==> src/rtl/display_scan.sv <==
// Time-multiplexed 7-seg scan: one 4-bit code bus, active-low digit enables, dark gap before each slot.
// All outputs registered (1-cycle latency), no backpressure on load; DIM_EN adds a per-slot duty input.
module display_scan #(
  parameter int NDIG = 4,
  parameter int DIV  = 4,
  parameter int GAP  = 2
) (
  input  logic              i_clk,
  input  logic              i_reset,
  input  logic              i_en,
  input  logic              i_ready,
  input  logic [4*NDIG-1:0] i_notas,
`ifdef DIM_EN
  input  logic [4:0]        i_duty,
`endif
  output logic              o_a,
  output logic              o_b,
  output logic              o_c,
  output logic              o_d,
  output logic [NDIG-1:0]   o_an,
  output logic              o_ack,
  output logic              o_frame
);

  localparam int CW_DIV = $clog2(DIV + 1);
  localparam int CW_GAP = $clog2(GAP + 1);
  localparam int CW     = (CW_DIV > CW_GAP) ? CW_DIV : CW_GAP;
  localparam int IW     = (NDIG > 1) ? $clog2(NDIG) : 1;

  localparam logic [CW-1:0] GAP_LAST = CW'(GAP - 1);
  localparam logic [CW-1:0] DIV_LAST = CW'(DIV - 1);
  localparam logic [IW-1:0] IDX_LAST = IW'(NDIG - 1);

  typedef enum logic [1:0] {
    S_OFF,
    S_GAP,
    S_ON
  } state_t;

  state_t              r_state;
  logic [IW-1:0]       r_idx;
  logic [CW-1:0]       r_cnt;
  logic [4*NDIG-1:0]   r_active;
  logic [4*NDIG-1:0]   r_shadow;
  logic                r_pending;
  logic [NDIG-1:0]     r_an;
  logic [3:0]          r_code;
  logic                r_ack;
  logic                r_frame;

  state_t              w_state_nxt;
  logic [IW-1:0]       w_idx_nxt;
  logic [CW-1:0]       w_cnt_nxt;
  logic                w_frame_nxt;
  logic                w_xfer;
  logic [4*NDIG-1:0]   w_active_nxt;
  logic [4*NDIG-1:0]   w_shadow_nxt;
  logic                w_pending_nxt;
  logic [3:0]          w_code_nxt;
  logic [NDIG-1:0]     w_an_nxt;
  logic                w_lit;

`ifdef DIM_EN
  logic [CW-1:0]       r_lim;
  logic [CW-1:0]       w_lim_nxt;
  logic [4:0]          w_duty_c;
  int                  w_lim_calc;
`endif

  always_comb begin
    w_state_nxt = r_state;
    w_idx_nxt   = r_idx;
    w_cnt_nxt   = r_cnt;
    w_frame_nxt = 1'b0;
    if (!i_en) begin
      w_state_nxt = S_OFF;
      w_idx_nxt   = '0;
      w_cnt_nxt   = '0;
    end else begin
      case (r_state)
        S_OFF: begin
          w_state_nxt = S_GAP;
          w_idx_nxt   = '0;
          w_cnt_nxt   = '0;
          w_frame_nxt = 1'b1;
        end
        S_GAP: begin
          if (r_cnt == GAP_LAST) begin
            w_state_nxt = S_ON;
            w_cnt_nxt   = '0;
          end else begin
            w_cnt_nxt = r_cnt + 1'b1;
          end
        end
        S_ON: begin
          if (r_cnt == DIV_LAST) begin
            w_state_nxt = S_GAP;
            w_cnt_nxt   = '0;
            if (r_idx == IDX_LAST) begin
              w_idx_nxt   = '0;
              w_frame_nxt = 1'b1;
            end else begin
              w_idx_nxt = r_idx + 1'b1;
            end
          end else begin
            w_cnt_nxt = r_cnt + 1'b1;
          end
        end
        default: begin
          w_state_nxt = S_OFF;
          w_idx_nxt   = '0;
          w_cnt_nxt   = '0;
        end
      endcase
    end
  end

  // New frames only swap in at a frame start, or immediately while the display is off.
  always_comb begin
    w_xfer        = r_pending && (w_frame_nxt || (r_state == S_OFF));
    w_active_nxt  = w_xfer ? r_shadow : r_active;
    w_shadow_nxt  = i_ready ? i_notas : r_shadow;
    w_pending_nxt = i_ready ? 1'b1 : (w_xfer ? 1'b0 : r_pending);
    w_code_nxt    = '0;
    if (w_state_nxt != S_OFF) begin
      w_code_nxt = w_active_nxt[4*w_idx_nxt +: 4];
    end
  end

`ifdef DIM_EN
  always_comb begin
    w_duty_c   = (i_duty > 5'd16) ? 5'd16 : i_duty;
    w_lim_calc = (DIV * int'(w_duty_c)) >> 4;
    w_lim_nxt  = r_lim;
    if ((r_state == S_GAP) && (w_state_nxt == S_ON)) begin
      w_lim_nxt = CW'(w_lim_calc);
    end
    w_lit = (w_state_nxt == S_ON) && (w_cnt_nxt < w_lim_nxt);
  end
`else
  always_comb begin
    w_lit = (w_state_nxt == S_ON);
  end
`endif

  always_comb begin
    w_an_nxt = '1;
    if (w_lit) begin
      w_an_nxt[w_idx_nxt] = 1'b0;
    end
  end

  always_ff @(posedge i_clk) begin
    if (!i_reset) begin
      r_state   <= S_OFF;
      r_idx     <= '0;
      r_cnt     <= '0;
      r_active  <= '0;
      r_shadow  <= '0;
      r_pending <= 1'b0;
      r_an      <= '1;
      r_code    <= '0;
      r_ack     <= 1'b0;
      r_frame   <= 1'b0;
    end else begin
      r_state   <= w_state_nxt;
      r_idx     <= w_idx_nxt;
      r_cnt     <= w_cnt_nxt;
      r_active  <= w_active_nxt;
      r_shadow  <= w_shadow_nxt;
      r_pending <= w_pending_nxt;
      r_an      <= w_an_nxt;
      r_code    <= w_code_nxt;
      r_ack     <= w_xfer;
      r_frame   <= w_frame_nxt;
    end
  end

`ifdef DIM_EN
  always_ff @(posedge i_clk) begin
    if (!i_reset) begin
      r_lim <= '0;
    end else begin
      r_lim <= w_lim_nxt;
    end
  end
`endif

  assign o_a     = r_code[3];
  assign o_b     = r_code[2];
  assign o_c     = r_code[1];
  assign o_d     = r_code[0];
  assign o_an    = r_an;
  assign o_ack   = r_ack;
  assign o_frame = r_frame;

endmodule
==> config.mk <==
export PLATFORM = sky130hd
export DESIGN_NAME = display_scan
export DESIGN_NICKNAME = d
export VERILOG_FILES = /design/src/rtl/display_scan.sv
export SDC_FILE = /design/constraint.sdc
export NUM_CORES = 1
export LEC_CHECK = 0
export CORE_UTILIZATION = 65
export DETAILED_ROUTE_END_ITERATION = 8
export DONT_BUFFER_PORTS = 1
export PLACE_DENSITY = 0.78
export SLEW_MARGIN = 30
export SYNTH_ARGS = -nofsm -noshare
export SYNTH_HDL_FRONTEND = slang
export SYNTH_SLANG_ARGS = --single-unit
==> constraint.sdc <==
create_clock -name i_clk -period 3.48 [get_ports i_clk]
set_input_delay 0.696 -clock i_clk [delete_from_list [all_inputs] [get_ports i_clk]]
set_output_delay 0.696 -clock i_clk [all_outputs]
set_load 0.03 [all_outputs]
==> results.yml, run 1 <==
run_status:
  status: "finished, violations left"
  violations: "design-rule violations"
worst_setup_path:
  crit_type: "reg -> reg"
  cp_slowest_cell: "or3b_4"
  arrival_ns: 2.54
  path_max_fanout: 6
  worst_setup_path_end_kind: "flip-flop"
  cp_num_buf_inv: 0
  reg2reg_from: "r_cnt[0]$_SDFF_PN0_"
  cp_common_cell: "ha_1"
  timing.rr.end: "r_code[1]$_SDFF_PN0_"
  r2r_setup_slack_ns: 1.24
  ff2ff_path_depth: 7
  max_stage_delay_ns: 0.46
  critPathRequiredTime_ns: 3.78
  critPathTopFamily: "simple AND/OR/NAND/NOR gates"
  cp-start-kind: "flip-flop"
  crit_chain: "ha_1 > ha_1 > and4bb_1 > a211oi_4 > or3b_4 > o22ai_1 > o21a_1"
clocking:
  cts_resized: 0
  cts_root_buf: "clkbuf_4"
  cts_max_level: 2
  cts.clk_slew.worst_paths_ns: 0.13
  insertion_delay_ns: 0.35
  cts_buffers: 5
  cts_hold_buffers: 0
  cts_sinks: 50
  tritoncts: "done"
  cts_setup_buffers: 0
  clockBufferDepth: 2
floorplanning:
  die_x_um: 57.5
  die_area_um2: 3310
  num_io_pins: 30
  fp-row-count: 19
  die_h_um: 57.5
  initial_utilization_pct: 70.8
  coreArea_um2: 2830
pwr:
  power_w: 0.000923
  p_leak_nw: 0.963
  power-per-cell-area_nw_per_um2: 446
  ir_worst_vdd_mv: 0.322
yosys:
  ys_types: 31
  syn-cell-area_um2: 2000
  syn_avg_cell_area_um2: 10.2
  synthAdderAreaFrac_pct: 5.62
  yosysSeqAreaShare_pct: 50.0
  synth_top_family_by_area: "multiplexers"
  synth_simple_gate_area_share_pct: 14.4
  synth_compound_area_share_pct: 9.49
  syn_inst: 197
  synth_top_area_share_pct: 50.0
  synth_fp_nets: 226
  yosysTopAreaCell: "dfxtp_1"
  ys_seq_elements: 50
  synth-xor-area-share_pct: 0
  synthMuxAreaShare_pct: 16.7
  synth_area_leaders: "dfxtp_1, mux2i_1, nor2_1, ha_1, o22ai_1"
  ys_warn_count: 0
timing:
  whs_ns: 0.449
  slew_headroom_pct: 36.7
  hold_violations: 0
  rsz0062_at_grt: "no"
  drv_slew: 0
  fin_skew_ns: 0.00918
  tns_ns: 0
  setup_viol: 0
  setup_ws_ns: 1.24
  tightest_slew_ns: 0.948
  max_freq_mhz: 447
  min_period_ns: 2.24
  finalCritPeriodShare_pct: 64.3
drt:
  num_vias: 1322
  ant_nets: 0
  drt-total-wl_um: 3450
  via_per_inst: 5.75
  wl_per_cell_um: 15.0
  drcViolationCount: 2
  drtIter0Drc: 77
  drtPass1Iterations: 6
cells_and_area:
  syn2layout_area_growth_pct: 3.37
  fin_area_um2: 2070
  diodes: 0
  nFillCells: 229
  nets: 227
  drive_above_1_share_pct: 8.54
global_routing:
  grt_pass1_wl_um: 5720
  grt_remaining_overflow: 0
  grt_max_degree: 34
  grt_usage_pct: 23.2
  grt_pass1_vias: 1317
  antenna_found_initial: 0
place:
  placed_cell_area_um2: 2010
  port_buffers: 0
  dp_hpwl_um: 2580
  post-place-ws_ns: 1.26
  gp_congestion: 0.822
job:
  drv_cap: 0
worst_hold_path:
  min_delay_worst_endpoint: "o_frame$_SDFF_PN0_"
  hold_start: "i_en"
  hold_depth: 2
  hold_class: "in -> reg"
## report_power, final
| group | switching, W | total (W) | internal, W |
|---|---|---|---|
| Combinational | 0.0000309 | 0.0000574 | 0.0000265 |
| Sequential | 0.0000123 | 0.000603 | 0.000591 |
| Clock | 0.000164 | 0.000262 | 0.0000983 |
| Total | 0.000207 | 0.000923 | 0.000716 |
## flip-flops by register name, summed over array words and instances (netlist names)
signal and cells:
r_active 16, r_cnt 3, r_pending 1, o_ack 1, r_idx 2, o_an 4
r_code 4, o_frame 1, r_shadow 16, r_state 2
## stage by stage
step | cells | util (%)
floorplan | 197 | -
global placement | 222 | 71.1
detailed placement | 222 | 71.1
CTS | 230 | 73.2
global route | 230 | 73.2
finish | 230 | 73.2
## kinds of logic (layout without fill, tap and decap cells)
| logic type | after synthesis | in the layout |
|---|---|---|
| compound gates | 26 | 26 |
| fa+ha+maj | 9 | 9 |
| buf+inv | 18 | 20 |
| flops | 50 | 50 |
| mux | 33 | 33 |
| simple gates | 61 | 61 |
## cell type report
| type | instances | area (um2) | area share (%) |
|---|---|---|---|
| sequential | 50 | 1000 | 48.3 |
| multi-input combinational | 129 | 926 | 44.7 |
| clock buffer | 7 | 55.1 | 2.66 |
| inverter | 12 | 45.0 | 2.18 |
| tap | 31 | 38.8 | 1.87 |
| clock inverter | 1 | 5.00 | 0.242 |
## synthesized netlist by cell type (all sizes together)
library cell,number
a41o,1
a22oi,1
a211oi,1
o21a,5
o22ai,8
and3b,2
nand2b,2
ha,9
o221ai,1
a21o,1
nor2b,1
inv,12
nand2,7
dfxtp,50
buf,4
or3b,2
nand3,1
and2,2
or2,1
nor2,41
mux2i,32
o21ai,1
clkbuf,2
and4bb,1
a21oi,5
or3,1
mux2,1
a31oi,2
## layer usage
layer	share of wire, %	track usage, %
met5	0	0
met1	43	25.5
met3	3.8	5.67
met2	52	43.5
met4	1.1	7.32
## how the worst max path moves through the flow
stage                                from              endpoint  slack [ns]  cells past startpoint
finish                r_cnt[0]$_SDFF_PN0_  r_code[1]$_SDFF_PN0_        1.24                      7
global route        r_state[0]$_SDFF_PN0_  r_code[3]$_SDFF_PN0_        1.08                      7
CTS                   r_cnt[0]$_SDFF_PN0_  r_code[0]$_SDFF_PN0_        1.23                      7
detailed placement    r_cnt[0]$_SDFF_PN0_  r_code[0]$_SDFF_PN0_        1.26                      7
global placement      r_cnt[0]$_SDFF_PN0_  r_code[0]$_SDFF_PN0_        1.31                      7
floorplan             r_cnt[0]$_SDFF_PN0_  r_code[0]$_SDFF_PN0_        1.49                      7
## cell usage in the layout, fill, tap and decap left out, types with 2 or more instances in the layout
master | synthesis | routed
dfxtp_1 | 50 | 50
nor2_1 | 41 | 41
mux2i_1 | 32 | 32
inv_1 | 12 | 12
ha_1 | 9 | 9
o22ai_1 | 8 | 8
nand2_1 | 6 | 6
a21oi_1 | 5 | 5
o21a_1 | 5 | 5
clkbuf_4 | 0 | 5
and3b_1 | 2 | 2
nand2b_1 | 2 | 2
a31oi_1 | 2 | 2
and2_1 | 2 | 2
or3b_4 | 2 | 2
Note: power is estimated with default switching activity, not from simulation.
==> inputs of run 2 (changes only) <==
--- a/config.mk
+++ b/config.mk
@@ -5,10 +5,10 @@
 export SDC_FILE = /design/constraint.sdc
 export NUM_CORES = 1
 export LEC_CHECK = 0
-export CORE_UTILIZATION = 65
+export CORE_UTILIZATION = 61
 export DETAILED_ROUTE_END_ITERATION = 8
 export DONT_BUFFER_PORTS = 1
-export PLACE_DENSITY = 0.78
+export PLACE_DENSITY = 0.74
 export SLEW_MARGIN = 30
 export SYNTH_ARGS = -nofsm -noshare
 export SYNTH_HDL_FRONTEND = slang
==> constraint.sdc (replaced) <==
create_clock -name i_clk -period 2.3 [get_ports i_clk]
set_input_delay 0.46 -clock i_clk [delete_from_list [all_inputs] [get_ports i_clk]]
set_output_delay 0.46 -clock i_clk [all_outputs]
set_load 0.03 [all_outputs]
==> results.yml, run 2 (synthesized netlist as in run 1, its figures left out) <==
timing:
  setup_viol: 0
  tns_ns: 0
  finalCritPeriodShare_pct: 94.0
  fin_skew_ns: 0.0214
  slew_headroom_pct: 65.6
  whs_ns: 0.201
  hold_violations: 0
  min_period_ns: 2.16
  tightest_slew_ns: 0.516
  rsz0062_at_grt: "no"
  max_freq_mhz: 462
  drv_slew: 0
pwr:
  switching_share_pct: 22.6
  power_w: 0.00145
  p_int_w: 0.00112
  power.switching_w: 0.000328
  power.share.sequential_pct: 63.0
  p_leak_nw: 0.989
  p_comb_share_pct: 6.5
  pwr-share-clk_pct: 30.5
  ir_worst_vdd_mv: 0.464
  power-per-cell-area_nw_per_um2: 678
cells_and_area:
  regArea_um2: 1000
  multi_input_area_um2: 926
  layout_common_cells: "dfxtp_1, nor2_1, mux2i_1"
  fin_util_pct: 69.4
  drive_above_1_share_pct: 10.4
  nets: 230
  diodes: 0
  final_common_cell: "dfxtp_1"
  top_regs: "r_active: 16 flops, r_shadow: 16 flops"
  finalNonFillerCells: 246
  syn2layout_area_growth_pct: 6.62
  nFillCells: 250
drt:
  wl_met2_um: 1930
  top_layer: "met4"
  num_vias: 1333
  drtPass1Iterations: 4
  drt-total-wl_um: 3600
  ant_nets: 0
  route.met3.wl_um: 149
  met1_length_um: 1500
  via_per_inst: 5.42
  drtIter0Drc: 60
  drcViolationCount: 0
  wl_per_cell_um: 14.6
worst_hold_path:
  hold_class: "in -> reg"
floorplanning:
  die_h_um: 59.3
  num_io_pins: 30
  die_x_um: 59.3
  coreArea_um2: 3080
  initial_utilization_pct: 65.1
  die_area_um2: 3520
  fp-row-count: 20
worst_setup_path:
  crit_type: "reg -> reg"
  critPathRequiredTime_ns: 2.61
  arrival_ns: 2.47
  cp-start-kind: "flip-flop"
  worst_setup_path_end_kind: "flip-flop"
  path_max_fanout: 6
clocking:
  cts_hold_buffers: 0
  clockBufferDepth: 2
  cts_buffers: 5
  cts_max_level: 2
  cts.clk_slew.worst_paths_ns: 0.15
  cts_sinks: 50
  cts_root_buf: "clkbuf_4"
  cts_setup_buffers: 0
  cts_resized: 0
  tritoncts: "done"
  insertion_delay_ns: 0.36
global_routing:
  grt_remaining_overflow: 0
  grt_max_degree: 34
  grt_usage_pct: 23.1
  antenna_found_initial: 0
  grt_pass1_vias: 1308
  grt_pass1_wl_um: 5840
run_status:
  status: "finished clean"
place:
  dp.cells: 238
  port_buffers: 0
  dp_hpwl_um: 2600
  gp_congestion: 0.833
job:
  drv_cap: 0
-- run 2: cell count changes in the layout (fill, tap and decap cells not counted), sizes merged --
cell,previous run,this run
buf,0,3
-- run 2: cell type report --
class,instances,area share (%)
sequential,50,46.9
multi-input combinational,129,43.4
clock buffer,7,3.05
tap,44,2.58
inverter,12,2.11
timing repair buffer,3,1.64
clock inverter,1,0.410
-- run 2: path summary, 6_finish.rpt --
kind,slack (ns),cells after the start,from,endpoint
worst min-delay path,0.20,2,i_en,o_frame$_SDFF_PN0_
worst max register to register,0.14,7,r_cnt[0]$_SDFF_PN0_,r_code[0]$_SDFF_PN0_
worst min register to register,0.46,1,r_cnt[0]$_SDFF_PN0_,r_cnt[0]$_SDFF_PN0_
worst max-delay path,0.14,7,r_cnt[0]$_SDFF_PN0_,r_code[0]$_SDFF_PN0_
-- run 2: power groups by stage --
stage / Combinational, W / Sequential, W / Clock (W)
after floorplan: 0.0000823 / 0.000928 / 0
after global placement: 0.0000913 / 0.000931 / 0
after detailed placement: 0.0000944 / 0.000933 / 0
after CTS: 0.0000953 / 0.000914 / 0.000460
after global routing: 0.000104 / 0.000916 / 0.000491
final: 0.0000938 / 0.000913 / 0.000442
-- run 2: metrics by stage --
stage,worst slack [ns],cell area [um2]
after floorplan,0.308,2000
after global placement,0.219,2060
after detailed placement,0.153,2060
after CTS,0.129,2140
after global routing,0.0222,2140
final,0.137,2140
-- run 2: routing by layer --
| metal | track usage, % | up-vias |
|---|---|---|
| met1 | 26.3 | 629 |
| li1 | - | 676 |
| met5 | 0 | - |
| met4 | 9.86 | 0 |
| met3 | 7.21 | 4 |
| met2 | 39.8 | 24 |
-- run 2: critical path, stage by stage (launching register included) --
cell,delay [ns]
dfxtp_1,0.38
ha_1,0.17
ha_1,0.31
mux2_4,0.34
a22oi_2,0.20
or3b_4,0.44
o22ai_1,0.16
o21a_1,0.13
